## src/rtl/ram_port_arbiter_pkg.sv

```systemverilog
// rtl/ram_port_arbiter_pkg.sv - shared state and grant encodings for the RAM port arbiter
package ram_port_arbiter_pkg;

    typedef enum logic [1:0] {
        ST_IDLE   = 2'd0,
        ST_SETUP  = 2'd1,
        ST_STROBE = 2'd2,
        ST_DONE   = 2'd3
    } state_t;

    typedef enum logic {
        GNT_A = 1'b0,
        GNT_B = 1'b1
    } grant_t;

    function automatic grant_t other_grant(input grant_t g);
        return (g == GNT_A) ? GNT_B : GNT_A;
    endfunction

endpackage

```

## src/rtl/ram_port_arbiter_rr_arb2.sv

```systemverilog
// rtl/ram_port_arbiter_rr_arb2.sv - combinational two-way round-robin pick
module rr_arb2
    import ram_port_arbiter_pkg::*;
(
    input  logic   req_a,
    input  logic   req_b,
    input  grant_t last_grant,
    output logic   gnt_valid,
    output grant_t gnt
);

    always_comb begin
        gnt_valid = req_a | req_b;
        if (req_a && req_b) begin
            gnt = other_grant(last_grant);
        end else if (req_b) begin
            gnt = GNT_B;
        end else begin
            gnt = GNT_A;
        end
    end

endmodule

```

## src/rtl/ram_port_arbiter.sv

```systemverilog
// rtl/ram_port_arbiter.sv - shares one asynchronous RAM port between requesters A and B
module ram_port_arbiter
    import ram_port_arbiter_pkg::*;
#(
    parameter int ADLINES   = 8,
    parameter int DATALINES = 8
) (
    input  logic                 clk,
    input  logic                 reset,
    input  logic                 req_a,
    input  logic                 we_a,
    input  logic [ADLINES-1:0]   addr_a,
    input  logic [DATALINES-1:0] wdata_a,
    output logic [DATALINES-1:0] rdata_a,
    output logic                 done_a,
    input  logic                 req_b,
    input  logic                 we_b,
    input  logic [ADLINES-1:0]   addr_b,
    input  logic [DATALINES-1:0] wdata_b,
    output logic [DATALINES-1:0] rdata_b,
    output logic                 done_b,
    output logic [ADLINES-1:0]   ram_address,
    output logic [DATALINES-1:0] ram_datain,
    input  logic [DATALINES-1:0] ram_dataout,
    output logic                 ram_read,
    output logic                 ram_write
);

    state_t                 state_q, state_d;
    grant_t                 grant_q, grant_d;
    grant_t                 last_grant_q, last_grant_d;
    logic                   we_q, we_d;
    logic [ADLINES-1:0]     ram_address_q, ram_address_d;
    logic [DATALINES-1:0]   ram_datain_q, ram_datain_d;
    logic                   ram_read_q, ram_read_d;
    logic                   ram_write_q, ram_write_d;
    logic                   done_a_q, done_a_d;
    logic                   done_b_q, done_b_d;
    logic [DATALINES-1:0]   rdata_a_q, rdata_a_d;
    logic [DATALINES-1:0]   rdata_b_q, rdata_b_d;
    logic                   gnt_valid;
    grant_t                 gnt;

    rr_arb2 u_rr_arb2 (
        .req_a      (req_a),
        .req_b      (req_b),
        .last_grant (last_grant_q),
        .gnt_valid  (gnt_valid),
        .gnt        (gnt)
    );

    // Strobes and done pulses default low so each is a single-cycle registered pulse.
    always_comb begin
        state_d       = state_q;
        grant_d       = grant_q;
        last_grant_d  = last_grant_q;
        we_d          = we_q;
        ram_address_d = ram_address_q;
        ram_datain_d  = ram_datain_q;
        ram_read_d    = 1'b0;
        ram_write_d   = 1'b0;
        done_a_d      = 1'b0;
        done_b_d      = 1'b0;
        rdata_a_d     = rdata_a_q;
        rdata_b_d     = rdata_b_q;
        case (state_q)
            ST_IDLE: begin
                if (gnt_valid) begin
                    grant_d       = gnt;
                    last_grant_d  = gnt;
                    we_d          = (gnt == GNT_B) ? we_b    : we_a;
                    ram_address_d = (gnt == GNT_B) ? addr_b  : addr_a;
                    ram_datain_d  = (gnt == GNT_B) ? wdata_b : wdata_a;
                    state_d       = ST_SETUP;
                end
            end
            ST_SETUP: begin
                ram_read_d  = ~we_q;
                ram_write_d = we_q;
                state_d     = ST_STROBE;
            end
            ST_STROBE: begin
                if (!we_q) begin
                    if (grant_q == GNT_A) rdata_a_d = ram_dataout;
                    else                  rdata_b_d = ram_dataout;
                end
                done_a_d = (grant_q == GNT_A);
                done_b_d = (grant_q == GNT_B);
                state_d  = ST_DONE;
            end
            ST_DONE: begin
                state_d = ST_IDLE;
            end
            default: begin
                state_d = ST_IDLE;
            end
        endcase
    end

    always_ff @(posedge clk) begin
        if (reset) begin
            state_q       <= ST_IDLE;
            grant_q       <= GNT_A;
            last_grant_q  <= GNT_B;
            we_q          <= 1'b0;
            ram_address_q <= '0;
            ram_datain_q  <= '0;
            ram_read_q    <= 1'b0;
            ram_write_q   <= 1'b0;
            done_a_q      <= 1'b0;
            done_b_q      <= 1'b0;
            rdata_a_q     <= '0;
            rdata_b_q     <= '0;
        end else begin
            state_q       <= state_d;
            grant_q       <= grant_d;
            last_grant_q  <= last_grant_d;
            we_q          <= we_d;
            ram_address_q <= ram_address_d;
            ram_datain_q  <= ram_datain_d;
            ram_read_q    <= ram_read_d;
            ram_write_q   <= ram_write_d;
            done_a_q      <= done_a_d;
            done_b_q      <= done_b_d;
            rdata_a_q     <= rdata_a_d;
            rdata_b_q     <= rdata_b_d;
        end
    end

    assign ram_address = ram_address_q;
    assign ram_datain  = ram_datain_q;
    assign ram_read    = ram_read_q;
    assign ram_write   = ram_write_q;
    assign done_a      = done_a_q;
    assign done_b      = done_b_q;
    assign rdata_a     = rdata_a_q;
    assign rdata_b     = rdata_b_q;

endmodule
```

## config.mk

```make
export PLATFORM = sky130hd
export DESIGN_NAME = ram_port_arbiter
export DESIGN_NICKNAME = d
export VERILOG_FILES = /design/src/rtl/ram_port_arbiter_pkg.sv /design/src/rtl/ram_port_arbiter_rr_arb2.sv /design/src/rtl/ram_port_arbiter.sv
export SDC_FILE = /design/constraint.sdc
export NUM_CORES = 1
export LEC_CHECK = 0
export ABC_CLOCK_PERIOD_IN_PS = 1300
export BUFFER_PORTS_ARGS = -buffer_cell sky130_fd_sc_hd__buf_2
export CORE_MARGIN = 3
export CORE_UTILIZATION = 40
export DETAILED_ROUTE_END_ITERATION = 12
export HOLD_SLACK_MARGIN = 0.03
export PLACE_DENSITY = 0.74
export SYNTH_ARGS = -nofsm -noshare
export SYNTH_HDL_FRONTEND = slang
export SYNTH_SLANG_ARGS = --single-unit
```

## constraint.sdc

```tcl
create_clock -name clk -period 1.3 [get_ports clk]
set_input_delay 0.195 -clock clk [delete_from_list [all_inputs] [get_ports clk]]
set_output_delay 0.195 -clock clk [all_outputs]
set_load 0.01 [all_outputs]
```

==> results of run 1 <==
synth_stat cells:
cell and n:
o21ai_2 1, a21oi_2 9, o21a_1 1, and3b_1 2
a21boi_4 1, or3b_1 1, a31oi_1 1, buf_6 1
buf_4 2, a22oi_1 1, nand2_1 17, a21oi_1 9
clkbuf_1 4, a211oi_1 9, dfxtp_1 41, mux2i_1 17
nor3b_1 3, ha_1 4, a21bo_1 1, nand3b_1 1
nor2_1 37, inv_1 2, buf_2 5, buf_8 1
a211oi_2 9, or2_2 1
power by group:
group / total, W / internal [W] / switching [W]
sequential: 0.00179 / 0.00158 / 0.000205
clock: 0.00106 / 0.000626 / 0.000432
combinational: 0.00237 / 0.00119 / 0.00118
repair_timing:
action,in CTS,in global routing
pin swaps,1,2
buffers inserted,2,1
gates resized for setup,7,13
gates cloned,0,1
setup endpoints to repair,10,24
worst max-delay path by stage:
| stage | start | endpoint | slack [ns] | depth (start not counted) |
|---|---|---|---|---|
| floorplan | state_q[0]$_SDFFE_PP0P_ | rdata_a[0]$_SDFFE_PP0P_ | 0.03 | 6 |
| global placement | state_q[0]$_SDFFE_PP0P_ | rdata_a[7]$_SDFFE_PP0P_ | -0.007 | 6 |
| detailed placement | state_q[0]$_SDFFE_PP0P_ | rdata_a[6]$_SDFFE_PP0P_ | -0.06 | 6 |
| CTS | state_q[0]$_SDFFE_PP0P_ | state_q[1]$_SDFFE_PP0P_ | -0.01 | 5 |
| global route | state_q[0]$_SDFFE_PP0P_ | rdata_a[0]$_SDFFE_PP0P_ | -0.07 | 6 |
| finish | state_q[1]$_SDFFE_PP0P_ | state_q[1]$_SDFFE_PP0P_ | -0.02 | 5 |
worst max-delay path: cells and delay by family, from the launching register on:
family | cells | cell delay (ns)
DFF | 1 | 0.37
buffers and inverters | 1 | 0.06
and+or+nand+nor | 2 | 0.46
adders and majority gates | 1 | 0.15
muxes | 1 | 0.15
final cells by class:
class | instances | share of cell area, %
clock inverter | 1 | 1.17
multi-input combinational | 125 | 36.1
sequential | 41 | 32.2
clock buffer | 7 | 3.37
tap | 50 | 2.44
timing repair buffer | 100 | 24.2
inverter | 2 | 0.488
stage by stage:
| stage | instance area, um2 | TNS [ns] | setup slack [ns] |
|---|---|---|---|
| global placement | 2340 | -0.00784 | -0.00739 |
| floorplan | 1780 | 0 | 0.0316 |
| detailed placement | 2340 | -0.428 | -0.0630 |
| CTS | 2500 | -0.0216 | -0.0134 |
| finish | 2560 | -0.0186 | -0.0186 |
| global route | 2560 | -0.964 | -0.0694 |
registers in the layout, summed over array words and instances, names as in the netlist, 2 cells and up:
signal       count
rdata_a          8
rdata_b          8
ram_address      8
state_q          2
ram_datain       8
metal layers:
metal / part of all wire [%] / up-vias / track usage, %
li1: - / 807 / -
met4: 2.1 / 0 / 7.52
met3: 6.3 / 9 / 4.57
met1: 44 / 750 / 19.9
met5: 0 / - / 0
met2: 48 / 41 / 27.2
cells by family (layout without fill, tap and decap cells):
logic type,count (synthesis),count (layout),synth area share (%)
AOI/OAI and AO/OA,42,42,20.6
DFF,41,41,46.7
muxes,17,17,9.68
buffers and inverters,15,110,5.05
and+or+nand+nor,62,62,15.1
adders and majority gates,4,4,2.85
==> impl_metrics.tcl, run 1 <==
set metrics [dict create \
    syn-num-nets 231 \
    powerDensity_mw_per_mm2 2030 \
    place_congestion 0.736 \
    drtPass1Iterations 4 \
    cpPeakStageDelay_ns 0.41 \
    hold_path_depth 3 \
    regArea_um2 826 \
    synth_area_per_cell_um2 9.71 \
    reg2reg_slack_ns -0.02 \
    rsz0062_at_grt "true" \
    final_cell_mix "buf_2 (82), dfxtp_1 (39), nor2_1 (36), mux2i_1 (17), nand2_1 (17)" \
    worstPathArrival_ns 1.49 \
    dp_cells 314 \
    clkTransAtPathRegs_ns 0.08 \
    leakagePower_nw 1.26 \
    grt_pass1_vias 1559 \
    drcViolationCount 0 \
    synth_top_area_cell "dfxtp_1" \
    wire_per_inst_um 13.3 \
    multi_input_area_um2 926 \
    cts_root_buffer "clkbuf_8" \
    utilization_pct 62.3 \
    cts_tree "done" \
    min_period_ns 1.32 \
    fmax_mhz 758 \
    grt_pass1_wl_mm 6.91 \
    ys_warn_count 0 \
    hold_viol_final 0 \
    clk_path_buf_depth 2 \
    syn_inst 181 \
    drive_above_1_share_pct 52.2 \
    crit_chain "inv_4 -> ha_4 -> or3b_4 -> mux2i_1 -> nor2_1" \
    track_usage_pct 16.5 \
    min_from "ram_dataout[0]" \
    violations "negative setup slack" \
    startpoint_type "flop" \
    setup_slack_ns -0.0186 \
    overflow 0 \
    period_share_pct 101 \
    r2r-end "state_q[1]$_SDFFE_PP0P_" \
    maxSlewViolCount 0 \
    fin_worst_skew_ns 0.00582 \
    relSlewSlack_pct 75.2 \
    dp_hpwl_mm 3.14 \
    drtAntennaViolNets 0 \
    num_vias 1607 \
    portBuffers 81 \
    diodes 0 \
    dieArea_mm2 0.00523 \
    layoutNonFillerInstCount 326 \
    via_per_inst 4.93 \
    start_util_pct 42.7 \
    drtIter0Drc 33 \
    area_growth_pct 45.8 \
    ir_drop_v 0.000750 \
    ioPinCount 82 \
    hold_path.class "primary input to flop" \
    setup_violations 1 \
    cts_hold_buf 0 \
    fillers 353 \
    nets 325 \
    netlist_top_cells_area "dfxtp_1 (47%), mux2i_1 (9.7%), nor2_1 (7.9%)" \
    die_y_um 72.3 \
    grt_max_degree 19 \
    required_ns 1.47 \
    r2r_start "state_q[1]$_SDFFE_PP0P_" \
    syn_area_mm2 0.00176 \
    dieWidth_um 72.3 \
    total_power_w 0.00521 \
    clk_latency_ns 0.30 \
    ys_seq_elements 41 \
    fin_hold_ws_ns 0.144 \
    path_max_fanout 6 \
    rr_worst_depth 5 \
    cap_violations 0 \
    hold_path_end "rdata_b[0]$_SDFFE_PP0P_" \
    rows 23 \
    end_kind "flop" \
    cts-buffers-inserted 5 \
    worst_slew_pin_slew_ns 0.371 \
    crit_type "flop to flop" \
    clock_sinks 41 \
    synth_top_area_share_pct 46.7 \
    synth.distinct_cells 26 \
    cts_max_level 2 \
    status "finished, violations left" \
    synth_seq_area_share_pct 46.7 \
    cpMaxStageDelayCell "or3b_4" \
    wirelength_mm 4.34 \
    final_common_cell "buf_2" \
    fp.coreArea_mm2 0.00412 \
    antenna_found_initial 0 \
]
Power figures use the tool's default switching activity.
==> run 2, diff against run 1 <==
- BUFFER_PORTS_ARGS: -buffer_cell sky130_fd_sc_hd__buf_2 -> not set
- DONT_BUFFER_PORTS: not set -> 1
- PLACE_DENSITY: 0.74 -> 0.57
- SKIP_LAST_GASP: not set -> 1
- SYNTH_HIERARCHICAL: not set -> 1
==> run 2 against run 1 <==
The flow now finishes without violations. Flip-flop and latch count unchanged. Cell count fell by 26%. Wire length decreased by 10%. Critical path type unchanged. Power fell by 15%. Clock-buffer cell count is the same. Sequential power rose by 8%. Combinational power shrank 30%. Synthesized cell count up 0.55%. First-iteration DRC count fell by 24%. Largest power group is now registers. Worst setup slack better by 0.065 ns. Clock skew decreased by 0.0029 ns. Die area down 3.3%.
==> impl_metrics.tcl, run 2 <==
set metrics [dict create \
    synth_top_area_cell "dfxtp_1" \
    multi_input_area_um2 871 \
    cp.depth 5 \
    ys_warn_count 6 \
    wire_per_inst_um 16.1 \
    synth.distinct_cells 22 \
    rows 23 \
    place_congestion 0.788 \
    synthFlopType "dfxtp_1" \
    path_max_fanout 8 \
    dp_hpwl_mm 2.57 \
    leakagePower_nw 0.771 \
    switching_power_w 0.00156 \
    cpMaxStageDelayCell "or3b_4" \
    start_util_pct 41.8 \
    final_cell_mix "dfxtp_1 (40), nand2_1 (35), nor2_1 (19), mux2i_1 (18), a21oi_1 (14)" \
    power.share.clock_pct 18.5 \
    drtPass1Iterations 2 \
    relSlewSlack_pct 80.5 \
    crit_family "simple AND/OR/NAND/NOR gates" \
    netSwitchingFraction_pct 35.4 \
    utilization_pct 50.6 \
    period_share_pct 96.4 \
    grt_pass1_vias 1324 \
    layoutNonFillerInstCount 242 \
    r2r_start "state_q[0]$_SDFFE_PP0P_" \
    area_growth_pct 21.3 \
    syn-num-nets 232 \
    internal_power_w 0.00285 \
    hold_viol_final 0 \
    crit_chain "inv_2 -> ha_4 -> or3b_4 -> nand2_1 -> a21oi_2" \
    synth_top_area_share_pct 48.4 \
    drtIter0Drc 25 \
    syn_inst 182 \
    final_common_cell "dfxtp_1" \
    hold_path.class "primary input to flop" \
    min_from "ram_dataout[5]" \
    grt_pass1_wl_mm 5.61 \
    dp_cells 227 \
    antenna_found_initial 0 \
    cts_root_buffer "clkbuf_8" \
    diodes 0 \
    tns_ns 0 \
    ioPinCount 82 \
    startpoint_type "flop" \
    power_frac_comb_pct 37.5 \
    required_ns 1.48 \
    dieWidth_um 71.1 \
    fin_hold_ws_ns 0.0410 \
    synth_commonest_cells "dfxtp_1 (41), nand2_1 (36), nor2_1 (20)" \
    drtAntennaViolNets 0 \
    crit_type "flop to flop" \
    syn_area_mm2 0.00169 \
    clkTransAtPathRegs_ns 0.07 \
    ir_drop_v 0.00115 \
    clock_sinks 41 \
    cpPeakStageDelay_ns 0.43 \
    hold_path_depth 2 \
    fp.coreArea_mm2 0.00406 \
    status "completed" \
    num_vias 1325 \
    end_kind "flop" \
    min_period_ns 1.25 \
    worstPathArrival_ns 1.43 \
    wirelength_mm 3.90 \
    netlist_top_cells_area "dfxtp_1 (48%), mux2i_1 (11%), a211oi_1 (8.0%)" \
    regArea_um2 825 \
    cts_tree "done" \
    powerDensity_mw_per_mm2 2150 \
    drcViolationCount 0 \
    clk_path_buf_depth 2 \
    synth_area_per_cell_um2 9.31 \
    overflow 0 \
    maxSlewViolCount 0 \
    ys_seq_elements 41 \
    portBuffers 0 \
    critPathLaunch "state_q[0]$_SDFFE_PP0P_" \
    rsz0062_at_grt "true" \
    synth_seq_area_share_pct 48.4 \
    synth-edff-count 0 \
    grt_max_degree 40 \
    fin_worst_skew_ns 0.00292 \
    die_y_um 71.1 \
    power_frac_seq_pct 44.0 \
    worst_slew_pin_slew_ns 0.293 \
    rr_worst_depth 5 \
    fillers 373 \
    track_usage_pct 13.8 \
    fmax_mhz 798 \
    dieArea_mm2 0.00505 \
    async_flop_share_pct 0 \
    drive_above_1_share_pct 25.0 \
    yosysMostFrequentCell "dfxtp_1" \
    via_per_inst 5.48 \
    crit_buf_inv 1 \
    cts_max_level 2 \
    cap_violations 0 \
    clk_latency_ns 0.28 \
    setup_violations 0 \
    nets 242 \
    cts-buffers-inserted 5 \
]
## run 2: layout make-up
type                    count  share of cell area, %
flip-flops and latches     41                   40.1
inverters                   2                  0.365
repair buffers             16                   9.87
multi-input cells         126                   42.4
well taps                  50                   3.05
clock buffers               7                   4.20
## run 2: worst paths after layout
kind	slack (ns)	endpoint
hold / removal	0.04	rdata_b[5]$_SDFFE_PP0P_
setup / recovery	0.05	rdata_a[6]$_SDFFE_PP0P_
hold reg to reg	0.50	rdata_b[3]$_SDFFE_PP0P_
setup reg to reg	0.05	rdata_a[6]$_SDFFE_PP0P_
## run 2: logic make-up (layout without fill, tap and decap cells)
kind of cell | after synthesis | count (layout) | synth area share (%)
AND/OR/NAND/NOR | 67 | 67 | 17.7
flip-flops | 41 | 41 | 48.4
AO/OA/AOI/OAI | 37 | 37 | 13.7
multiplexers | 18 | 18 | 10.6
buffers and inverters | 15 | 25 | 6.57
adder cells (fa/ha/maj) | 4 | 4 | 2.95
## run 2: power groups by stage
stage | registers (W) | clock network [W] | logic [W]
after floorplan | 0.00187 | 0 | 0.000950
after global placement | 0.00193 | 0 | 0.00105
after detailed placement | 0.00194 | 0 | 0.00111
after CTS | 0.00193 | 0.000846 | 0.00117
after global routing | 0.00198 | 0.000892 | 0.00184
final | 0.00194 | 0.000815 | 0.00165
## run 2: worst register-to-register path, delay by kind of cell, from the launching register on
| family | cells | cell delay [ns] |
|---|---|---|
| fa+ha+maj | 1 | 0.13 |
| flops | 1 | 0.32 |
| simple gates | 2 | 0.55 |
| buf+inv | 1 | 0.08 |
| compound gates | 1 | 0.06 |
## run 2: routing by layer
layer	routed length [um]	track usage (%)
met1	1410	12.2
met2	2010	25.2
met3	424	7.53
met4	48	6.05
met5	0	0
## run 2: timing repair
item / in CTS / in global routing
endpoints found under the hold margin: 39 / 0
pin swaps: 0 / 5
setup endpoints to repair: 24 / 34
gates cloned: 0 / 3
hold buffers: 2 / 0
gates resized for setup: 5 / 24
buffers inserted: 0 / 3
## run 2: metrics by stage
stage | instance area [um2] | setup WS [ns] | power, W
after floorplan | 1700 | -0.0239 | 0.00282
after CTS | 1870 | -0.0237 | 0.00394
after global routing | 2050 | -0.0209 | 0.00471
after global placement | 1740 | -0.0378 | 0.00299
after detailed placement | 1740 | -0.115 | 0.00305
final | 2050 | 0.0465 | 0.00441
==> run 3, diff against run 2 <==
- CORE_UTILIZATION: 40 -> 50
- PLACE_DENSITY: 0.57 -> 0.69
==> run 3 against run 2 <==
The flow now finishes with violations (negative hold slack, negative setup slack). Clock-buffer cell count rose by 1. First-iteration DRC count increased to 2.8 times the previous value. Largest cell class unchanged. Sequential power barely moved. Cell count is 2.5% lower. Non-clock buffer count decreased by 1. Worst setup slack worse by 0.048 ns. Highest routed layer unchanged. Die area fell by 18%. Final area is 1.9% lower. Clock skew grew 0.0015 ns. Via count fell by 0.83%. Flip-flop and latch count is the same.
==> impl_metrics.tcl, run 3 (synthesis gave the netlist of run 2 again) <==
set metrics [dict create \
    final_cell_mix "dfxtp_1 (39), nand2_1 (32), nor2_1 (20), mux2i_1 (16), a21oi_1 (14)" \
    reg2reg_slack_ns -0.001 \
    setup_violations 1 \
    end_kind "flop" \
    crit_type "flop to flop" \
    violations "negative hold slack, negative setup slack" \
    grt_pass1_vias 1315 \
    placed_area_mm2 0.00172 \
    clock_sinks 41 \
    met3_usage_pct 6.68 \
    setup_slack_ns -0.00128 \
    dieArea_mm2 0.00412 \
    start_util_pct 53.7 \
    leakagePower_nw 0.745 \
    min_from "reset" \
    portBuffers 0 \
    r2r-end "rdata_a[4]$_SDFFE_PP0P_" \
    rsz0062_at_grt "true" \
    path_max_fanout 8 \
    diodes 0 \
    r2r_start "state_q[1]$_SDFFE_PP0P_" \
    busiest_layer "met2" \
    min_period_ns 1.30 \
    place_congestion 0.698 \
    drtIter0Drc 70 \
    dieWidth_um 64.2 \
    crit_chain "buf_6 -> ha_4 -> or3b_4 -> nand2_1 -> a21oi_1" \
    cts-buffers-inserted 5 \
    fmax_mhz 768 \
    clkTransAtPathRegs_ns 0.11 \
    fin_hold_ws_ns -0.0937 \
    drcViolationCount 0 \
    rows 20 \
    drive_above_1_share_pct 25.5 \
    rr_worst_depth 5 \
    status "finished, violations left" \
    relSlewSlack_pct 80.7 \
    hold_path.class "primary input to flop" \
    wire_per_inst_um 16.7 \
    clk_path_buf_depth 2 \
    power_frac_comb_pct 41.4 \
    met2_usage_pct 31.9 \
    ir_drop_v 0.00130 \
    dp_hpwl_mm 2.48 \
    hold_path_depth 1 \
    hold_path_end "rdata_a[0]$_SDFFE_PP0P_" \
    cap_violations 0 \
    drtAntennaViolNets 0 \
    worstPathArrival_ns 1.54 \
    fin_worst_skew_ns 0.00438 \
    drtPass1Iterations 4 \
    wirelength_mm 3.95 \
    final_common_cell "dfxtp_1" \
    cpMaxStageDelayCell "or3b_4" \
    cpPeakStageDelay_ns 0.45 \
    stdcell_area_mm2 0.00202 \
    power_frac_seq_pct 44.8 \
    via_per_inst 5.57 \
    switching_power_w 0.00157 \
    track_usage_pct 18.2 \
    worst_slew_pin_slew_ns 0.289 \
    power.share.clock_pct 13.8 \
    nets 241 \
    netSwitchingFraction_pct 36.3 \
    ioPinCount 82 \
    powerDensity_mw_per_mm2 2150 \
    area_growth_pct 19.0 \
    num_vias 1314 \
    internal_power_w 0.00277 \
    period_share_pct 100 \
    required_ns 1.54 \
    grt_pass1_wl_mm 5.86 \
    grt_max_degree 42 \
    fp.coreArea_mm2 0.00315 \
    clk_latency_ns 0.33 \
    die_y_um 64.2 \
    cts_root_buffer "clkbuf_4" \
    startpoint_type "flop" \
    cts_max_level 2 \
    maxSlewViolCount 0 \
    antenna_found_initial 0 \
    overflow 0 \
    cts_tree "done" \
    grt_use_met1_pct 19.7 \
    hold_viol_final 39 \
]
==> run 3: power by group through the flow <==
stage	Combinational (W)	Clock, W	Sequential (W)
after global routing	0.00197	0.000670	0.00198
after floorplan	0.000950	0	0.00187
after CTS	0.00132	0.000610	0.00193
after detailed placement	0.00109	0	0.00194
final	0.00179	0.000600	0.00194
after global placement	0.00102	0	0.00193
==> run 3: timing repair <==
action                     4_1_cts  5_1_grt
gates cloned                     1        3
resized for setup               10       23
hold endpoints to repair        39       41
setup endpoints to repair       25       34
pin swaps                        2       22
buffers inserted                 1        4
==> run 3: per-stage QoR <==
stage | util, % | power (W) | setup TNS, ns | std cells | setup WS [ns]
floorplan | - | 0.00282 | -0.191 | 182 | -0.0239
global placement | 54.6 | 0.00295 | -0.302 | 219 | -0.0390
detailed placement | 54.6 | 0.00302 | -1.03 | 219 | -0.0937
CTS | 58.3 | 0.00386 | -0.237 | 229 | -0.0366
global route | 63.9 | 0.00462 | -0.494 | 236 | -0.0469
finish | 63.9 | 0.00434 | -0.00128 | 236 | -0.00128
==> run 3: area by class of cell <==
type	instances	area [um2]
Fill cell	285	1140
Multi-Input combinational cell	126	876
Sequential cell	41	826
Timing Repair Buffer	15	200
Tap cell	44	55.1
Clock buffer	8	48.8
Inverter	2	10.0
==> run 3: worst max path at each step <==
stage / startpoint / to / slack (ns) / depth (start not counted)
after CTS: state_q[0]$_SDFFE_PP0P_ / rdata_a[6]$_SDFFE_PP0P_ / -0.04 / 5
after global routing: state_q[1]$_SDFFE_PP0P_ / rdata_a[5]$_SDFFE_PP0P_ / -0.05 / 5
after floorplan: state_q[0]$_SDFFE_PP0P_ / rdata_a[2]$_SDFFE_PP0P_ / -0.02 / 6
after global placement: state_q[0]$_SDFFE_PP0P_ / rdata_a[4]$_SDFFE_PP0P_ / -0.04 / 5
final: state_q[1]$_SDFFE_PP0P_ / rdata_a[4]$_SDFFE_PP0P_ / -0.001 / 5
after detailed placement: state_q[0]$_SDFFE_PP0P_ / rdata_a[1]$_SDFFE_PP0P_ / -0.09 / 5
==> run 3: critical path: cells and delay by family (launching register included) <==
kind / cells / cell delay (ns)
AO/OA/AOI/OAI: 1 / 0.06
adder cells (fa/ha/maj): 1 / 0.14
buffers and inverters: 1 / 0.10
flip-flops: 1 / 0.38
AND/OR/NAND/NOR: 2 / 0.53
==> run 3: layer usage <==
metal,vias up,routed length (um)
li1,643,-
met1,622,1600
met2,45,2020
met3,4,302
met4,0,31
met5,-,0
